`config.mk`:
```
export PLATFORM = sky130hd
export DESIGN_NAME = stream_mux_rr
export DESIGN_NICKNAME = d
export VERILOG_FILES = /design/src/rtl/stream_mux_rr.sv
export SDC_FILE = /design/constraint.sdc
export NUM_CORES = 1
export LEC_CHECK = 0
export CELL_PAD_IN_SITES_DETAIL_PLACEMENT = 1
export CELL_PAD_IN_SITES_GLOBAL_PLACEMENT = 1
export CORE_ASPECT_RATIO = 0.75
export CORE_MARGIN = 4
export CORE_UTILIZATION = 25
export CTS_BUF_LIST = sky130_fd_sc_hd__clkbuf_8
export DETAILED_ROUTE_END_ITERATION = 12
export GPL_TIMING_DRIVEN = 0
export PLACE_DENSITY = 0.75
export SYNTH_ARGS = -nofsm -noshare
export SYNTH_HDL_FRONTEND = slang
export SYNTH_SLANG_ARGS = --single-unit
```
`constraint.sdc`:
```
create_clock -name clk -period 9.13 [get_ports clk]
set_input_delay 2.739 -clock clk [delete_from_list [all_inputs] [get_ports clk]]
set_output_delay 2.739 -clock clk [all_outputs]
set_load 0.05 [all_outputs]
```
`src/rtl/stream_mux_rr.sv`:
```
// N-channel registered stream mux with fixed-select or round-robin arbitration.
// Optional packet lock (grant held until in_last) under STREAM_MUX_PKT_LOCK_EN.

module stream_mux_rr_lane #(
  parameter int SW  = 2,
  parameter int IDX = 0
) (
  input  logic          rst_n,
  input  logic          load,
  input  logic          cand_vld,
  input  logic [SW-1:0] cand,
  input  logic          valid,
  output logic          ready,
  output logic          take
);
  assign ready = rst_n && load && cand_vld && (cand == SW'(IDX));
  assign take  = valid && ready;
endmodule

module stream_mux_rr #(
  parameter int NCH = 4,
  parameter int W   = 8,
  parameter int SW  = $clog2(NCH)
) (
  input  logic              clk,
  input  logic              rst_n,
  input  logic              mode,
  input  logic [SW-1:0]     sel,
  input  logic [NCH*W-1:0]  in_data,
  input  logic [NCH-1:0]    in_valid,
`ifdef STREAM_MUX_PKT_LOCK_EN
  input  logic [NCH-1:0]    in_last,
  output logic              out_last,
`endif
  output logic [NCH-1:0]    in_ready,
  output logic [W-1:0]      out_data,
  output logic [SW-1:0]     out_sel,
  output logic              out_valid,
  input  logic              out_ready
);

  logic          load;
  logic          cand_vld;
  logic [SW-1:0] cand;
  logic [SW-1:0] last;
  logic [NCH-1:0] take;
  logic          xfer;
  logic          lock_vld;
  logic [SW-1:0] lock_ch;

  assign load = !out_valid || out_ready;
  assign xfer = |take;

  // Candidate selection; the downward RR loop leaves the nearest valid channel after last.
  always_comb begin
    cand_vld = 1'b0;
    cand     = '0;
    if (lock_vld) begin
      cand     = lock_ch;
      cand_vld = in_valid[lock_ch];
    end else if (!mode) begin
      if (int'(sel) < NCH) begin
        cand     = sel;
        cand_vld = in_valid[sel];
      end
    end else begin
      for (int i = NCH; i >= 1; i--) begin
        if (in_valid[(int'(last) + i) % NCH]) begin
          cand     = SW'((int'(last) + i) % NCH);
          cand_vld = 1'b1;
        end
      end
    end
  end

  for (genvar k = 0; k < NCH; k++) begin : g_lane
    stream_mux_rr_lane #(.SW(SW), .IDX(k)) u_lane (
      .rst_n    (rst_n),
      .load     (load),
      .cand_vld (cand_vld),
      .cand     (cand),
      .valid    (in_valid[k]),
      .ready    (in_ready[k]),
      .take     (take[k])
    );
  end

  always_ff @(posedge clk) begin
    if (!rst_n) begin
      out_data  <= '0;
      out_sel   <= '0;
      out_valid <= 1'b0;
      last      <= SW'(NCH - 1);
    end else if (load) begin
      if (xfer) begin
        out_data  <= in_data[cand*W +: W];
        out_sel   <= cand;
        out_valid <= 1'b1;
        if (mode) last <= cand;
      end else begin
        out_valid <= 1'b0;
      end
    end
  end

`ifdef STREAM_MUX_PKT_LOCK_EN
  always_ff @(posedge clk) begin
    if (!rst_n) begin
      out_last <= 1'b0;
      lock_vld <= 1'b0;
      lock_ch  <= '0;
    end else if (xfer) begin
      out_last <= in_last[cand];
      lock_vld <= !in_last[cand];
      lock_ch  <= cand;
    end
  end
`else
  assign lock_vld = 1'b0;
  assign lock_ch  = '0;
`endif

endmodule

```
==> impl_metrics.tcl <==
set metrics [dict create \
    hpwl_um 3455 \
    dpl_cell_area_sq_mm 0.001788 \
    drtIter0Drc 58 \
    cp_slowest_stage_delay_ns 0.78 \
    stdcell_area_sq_mm 0.001833 \
    arrival_ns 5.72 \
    tns_ns 0 \
    ys_types 45 \
    ios 57 \
    cp_cell_sequence "clkdlybuf4s50_1, a2111oi_0, nor4_1, clkbuf_1, nand2_1, nor3_1, buf_4, clkdlybuf4s50_1" \
    setup_viol 0 \
    worst-path-buf-inv 4 \
    worst_slew_pin_slew_ns 0.6297 \
    num_antenna_cells 0 \
    synth_top_area_share_pct 21.76 \
    synth_mux_area_share_pct 7.531 \
    required_ns 6.39 \
    fmax_mhz 118.2 \
    yosys-top-cells-count "13 x dfxtp_1, 11 x nand3_1, 10 x inv_1" \
    cts_setup_buffers 0 \
    grt_antenna_before_repair 0 \
    cp-start-kind "input port" \
    wl_per_cell_um 16.81 \
    core_area_sq_mm 0.004546 \
    hold_buffers 0 \
    path_clk_slew_ns 0.06 \
    worstSetupPathType "input port to output pin" \
    grt_pass1_wl_um 6693 \
    critPathSlowestCell "clkdlybuf4s50_1" \
    route.detailed.drc 0 \
    synth_edf_count 0 \
    cts.sinks 13 \
    ys_seq_area_share_pct 21.76 \
    drt_first_pass_iters 4 \
    rows 21 \
    synth_compound_gate_area_share_pct 29.92 \
    clk_latency_ns 0.25 \
    fill_cells 542 \
    cap_violations 0 \
    grt_pass1_vias 1344 \
    grt_use_total_pct 14.55 \
    synth_area_per_cell_sq_um 7.974 \
    yosys_register_bits 13 \
    place_congestion 0.7941 \
    max-vdd-ir-drop_uv 73.53 \
    min_path_type "register to register" \
    cts_made_buffers 3 \
    rsz0062_at_grt "false" \
    drive_above_1_share_pct 12.62 \
    critPathMostFrequentCell "clkdlybuf4s50_1" \
    start_util_pct 26.31 \
    async_flop_share_pct 0 \
    syn_inst 150 \
    num-nets-final 249 \
    ctsResizeCount 0 \
    viasPerCell 5.247 \
    cpLargestDelayFamily "buffers and inverters" \
    period_minus_slack_ns 8.457 \
    highest_layer "met4" \
    yosys.area_share.adder_pct 0 \
    area_delta_synth_final_pct 53.24 \
    maxSlewViolCount 0 \
    met3_length_um 258 \
    grt_max_degree 11 \
    synth_area_sq_mm 0.001196 \
    leakage_nw 0.7239 \
    synth-simple-area-share_pct 27.93 \
    maxSlewHeadroom_pct 57.98 \
    ys.flop_type "dfxtp_1" \
    die-height_um 67.91 \
    wirelength_um 4421 \
    synth_top_family_by_area "compound AO/OA/AOI/OAI gates" \
    post-route-period-util_pct 92.63 \
    synthTopCellsByArea "dfxtp_1 22%, o211ai_2 8.4%, mux2i_1 7.5%" \
    powerDensity_mw_per_mm2 132.7 \
    num_vias 1380 \
    cts-root-buf "clkbuf_8" \
    synth.largest_area_cell "dfxtp_1" \
    hold_viol_final 0 \
    cp-end-kind "output pin" \
    ant_nets 0 \
    cts_max_level 1 \
    met2_length_um 1911 \
    skew_ns 0.001307 \
    status "finished, final reports clean" \
    drt-met1-wl_um 2204 \
    synthesis.nets 192 \
    die_area_sq_mm 0.005967 \
    setup_slack_ns 0.6728 \
    die_x_um 87.87 \
    critical_path.max_fanout 10 \
    synth-warning-count 0 \
    post-place-ws_ns 0.7078 \
    synth.most_common_cell "dfxtp_1" \
    numPortBuffers 52 \
    clock_path_buffers 2 \
    cts_tree "done" \
    overflow 0 \
    synth_xor_area_share_pct 0 \
]
-- logic make-up (layout without fill, tap and decap cells) --
| kind of cell | Yosys count | count (layout) |
|---|---|---|
| AO/OA/AOI/OAI | 43 | 43 |
| buffers and inverters | 31 | 87 |
| flip-flops | 13 | 13 |
| multiplexers | 9 | 9 |
| AND/OR/NAND/NOR | 54 | 54 |
-- sequential cells by signal, summed over array words and instances (netlist names) --
| name | count |
|---|---|
| out_valid | 1 |
| out_sel | 2 |
| last | 2 |
| out_data | 8 |
-- worst min-delay path, stage by stage (launching register included) --
cell      delay [ns]
dfxtp_1         0.31
nand2_1         0.05
a21boi_1        0.05
-- final timing paths --
check	from	end	slack, ns	depth (start not counted)
max	in_valid[2]	in_ready[1]	0.67	8
min	out_sel[0]$_SDFFE_PN0P_	out_sel[0]$_SDFFE_PN0P_	0.46	2
min reg2reg	out_sel[0]$_SDFFE_PN0P_	out_sel[0]$_SDFFE_PN0P_	0.46	2
max reg2reg	last[1]$_SDFFE_PN1P_	out_data[4]$_SDFFE_PN0P_	6.85	7
-- cells in the final DEF, fill, tap and decap left out, types with 4 or more instances in the layout --
cell	netlist	layout
and4_1	8	8
o221ai_1	8	8
buf_4	7	7
mux2i_1	9	9
inv_1	10	11
nand3_1	11	11
dfxtp_1	13	13
nor3_1	4	4
a31oi_1	9	9
nor2_1	6	6
o211ai_2	8	8
clkbuf_1	9	9
nand2_1	5	5
clkdlybuf4s50_1	0	52
-- report_power, final --
part	internal, mW	switching, mW
clock network	0.0298	0.0230
registers	0.0647	0.00422
logic	0.0511	0.0705
total	0.146	0.0977
-- through the flow --
| step | util (%) | power, mW | cells | hold slack (ns) |
|---|---|---|---|---|
| 2_1_floorplan | - | 0.1450 | 150 | 0.6436 |
| 3_3_place_gp | 39.33 | 0.1891 | 259 | 0.4448 |
| 3_5_place_dp | 39.33 | 0.1917 | 259 | 0.4568 |
| 4_1_cts | 40.32 | 0.2443 | 263 | 0.4644 |
| 5_1_grt | 40.32 | 0.2548 | 263 | 0.4806 |
| 6_report | 40.32 | 0.2433 | 263 | 0.4610 |
-- routing by layer --
metal,track usage (%),up-vias
met5,0,-
li1,-,683
met2,22.09,40
met1,21.10,653
met3,2.647,4
met4,3.640,0
-- cell type report --
type                            count  area [sq um]  area share (%)
Multi-Input combinational cell    106         782.0           42.66
Timing Repair Buffer               52         520.5           28.40
Sequential cell                    13         260.3           14.20
Buffer                             21         116.4           6.348
Tap cell                           57         71.32           3.891
Clock buffer                        3         41.29           2.253
Inverter                           10         37.54           2.048
Clock inverter                      1         3.754          0.2048
(Power assumes the default switching activity.)
==> variant: new RTL, same flow settings <==
The option `STREAM_MUX_PKT_LOCK_EN` is turned on by a define.
--- a/src/rtl/stream_mux_rr.sv
+++ b/src/rtl/stream_mux_rr.sv
@@ -2,2 +2,4 @@
 // Optional packet lock (grant held until in_last) under STREAM_MUX_PKT_LOCK_EN.
+
+`define STREAM_MUX_PKT_LOCK_EN
 
Interface: changed (added in_last and out_last); port bits go from 57 to 62. The function was not compared with the original's and may differ.
==> variant against the original RTL <==
Sequential share of layout area decreased by 1.2 points. Combinational power rose to 3.2 times the old value. Global-route usage grew 1.1 points. Worst setup slack worse by 0.26 ns. Total power is 130% higher. Sequential cell count grew 4. Non-clock buffer count rose by 7. Routed wire length is 58% higher. Synthesized area is 54% higher. Final area rose by 43%. Largest cell class unchanged.
==> variant: results (changes against the original RTL) <==
hold_path_startpoint: "out_sel[1]$_SDFFE_PN0P_"  # was out_sel[0]$_SDFFE_PN0P_
r2r-end: "out_data[5]$_SDFFE_PN0P_"  # was out_data[4]$_SDFFE_PN0P_
insertion_delay_ns: 0.25  # about the same
dp_slack_ns: 0.4651  # was 0.7078 ns
min_to: "out_sel[1]$_SDFFE_PN0P_"  # was out_sel[0]$_SDFFE_PN0P_
critPathMaxFanout: 8  # was 10
max-vdd-ir-drop_v: 0.00007549  # was 0.00007353 V
synth_area_leaders: "mux2i_1, dfxtp_1, mux2_2, o22ai_1, a22oi_1"  # was dfxtp_1, o211ai_2, mux2i_1, and4_1, o221ai_1
clk_pin_slew_ns: 0.07
leakage_nw: 0.9996  # was 0.7239 nW
use_met3_pct: 2.797  # was 2.647%
cts_setup_buffers: 0  # unchanged
tritoncts.num_buffers: 3  # unchanged
use_met2_pct: 27.34  # was 22.09%
vias: 2003  # was 1,380
cp_slowest_cell: "clkdlybuf4s50_1"  # unchanged
muxShareOfSynthArea_pct: 37.41  # was 7.531%
cpPeakStageDelay_ns: 0.79
cts_resized: 0  # unchanged
hold_path_depth: 2  # unchanged
largest_reg_flops: 8  # unchanged
grt_pass1_wl_um: 10990  # was 6693 um
cts_root_buf: "clkbuf_8"  # unchanged
drtPass1Iterations: 4  # unchanged
htreeDepth: 1  # unchanged
synth_nets: 255  # was 192
use_met1_pct: 20.56  # was 21.10%
critical_path_arrival_ns: 5.98  # was 5.72 ns
synth_adder_area_share_pct: 0  # unchanged
synth_cell_types: 44  # was 45
synth-xor-area-share_pct: 0  # unchanged
regMostFlops: "out_data"  # unchanged
routed_wl_um: 6995  # was 4421 um
synth-compound-area-share_pct: 27.90  # was 29.92%
skew_ns: 0.002887  # was 0.001307 ns
layout-drive-gt1-share_pct: 14.23  # was 12.62%
place_inst: 368  # was 259
dp_hpwl_um: 5252  # was 3455 um
tightestPinTransition_ns: 1.115  # was 0.6297 ns
gp_congestion: 0.7621  # was 0.7941
yosysSeqAreaShare_pct: 18.47  # was 21.76%
r2r_start: "lock_vld$_SDFFE_PN0N_"  # was last[1]$_SDFFE_PN1P_
status: "complete, no violations"  # unchanged
port_buffers: 61  # was 52
antenna_found_initial: 0  # unchanged
drt_iter0_markers: 75  # was 58
grt_max_degree: 11  # unchanged
nFillCells: 819  # was 542
gr-usage-all-layers_pct: 15.66  # was 14.55%
r2r_slack_ns: 6.69  # was 6.85 ns
synth_common_cells: "mux2i_1, o22ai_1, dfxtp_1"  # was dfxtp_1, nand3_1, inv_1
r2r.worst_path.cells: 7  # unchanged
syn_inst: 209  # was 150
grt_pass1_vias: 2112  # was 1,344
setup_viol: 0  # unchanged
viasPerCell: 5.384  # was 5.247
hold_slack_ns: 0.4890  # was 0.4610 ns
nets: 321  # was 249
==> variant: cell types whose count changed after synthesis, sizes merged, moves of 5 or more <==
| cell | unedited run | this run |
|---|---|---|
| and4 | 8 | 0 |
| o22ai | 1 | 18 |
| nor2 | 6 | 11 |
| mux2 | 0 | 16 |
| o21ai | 4 | 11 |
| nand3 | 11 | 2 |
| mux2i | 9 | 46 |
| o221ai | 8 | 0 |
| a22oi | 0 | 8 |
| o211ai | 8 | 1 |
==> variant: metrics by stage <==
| step | util, % | instance area (um2) |
|---|---|---|
| 6_report | 37.48 | 2621 |
| 5_1_grt | 37.48 | 2621 |
| 4_1_cts | 37.48 | 2621 |
| 3_5_place_dp | 36.83 | 2576 |
| 3_3_place_gp | 36.83 | 2576 |
| 2_1_floorplan | - | 1843 |
==> variant: layout make-up <==
cell class,instances,area share (%)
Multi-Input combinational cell,165,51.84
Timing Repair Buffer,61,23.29
Sequential cell,17,12.98
Tap cell,98,4.678
Buffer,19,4.344
Clock buffer,3,1.575
Inverter,8,1.146
Clock inverter,1,0.1432
==> variant: worst max-delay path by stage <==
| stage | depth (start not counted) | to | startpoint | slack (ns) |
|---|---|---|---|---|
| global route | 8 | in_ready[3] | in_valid[3] | 0.15 |
| CTS | 8 | in_ready[3] | in_valid[3] | 0.44 |
| global placement | 8 | in_ready[3] | in_valid[3] | 0.60 |
| floorplan | 8 | in_ready[1] | mode | 2.23 |
| detailed placement | 8 | in_ready[3] | in_valid[3] | 0.47 |
| finish | 8 | in_ready[3] | in_valid[3] | 0.41 |
==> variant: metal layers <==
metal	vias to the layer above	wire length (um)
met5	-	0
met4	0	42
met3	6	351
met2	44	3255
met1	1006	3346
li1	947	-
==> variant: kinds of logic (layout without fill, tap and decap cells) <==
group / after synthesis / count (layout)
AND/OR/NAND/NOR: 32 / 32
AO/OA/AOI/OAI: 69 / 69
buffers and inverters: 27 / 92
multiplexers: 64 / 64
flip-flops: 17 / 17
==> variant: report_power, final <==
part | total, mW | internal [mW] | switching [mW] | leakage [nW]
Clock | 0.0570 | 0.0299 | 0.0271 | 0.0269
Combinational | 0.396 | 0.158 | 0.238 | 0.832
Sequential | 0.111 | 0.0956 | 0.0158 | 0.140
Total | 0.564 | 0.284 | 0.281 | 1.00
==> variant: worst register-to-register path, stage by stage (launching register included) <==
cell and delay [ns]:
dfxtp_1 0.36, inv_1 0.12, clkbuf_1 0.46, o22a_1 0.29, o41ai_4 0.13, nor2_1 0.58
a22oi_1 0.23, a31oi_1 0.21
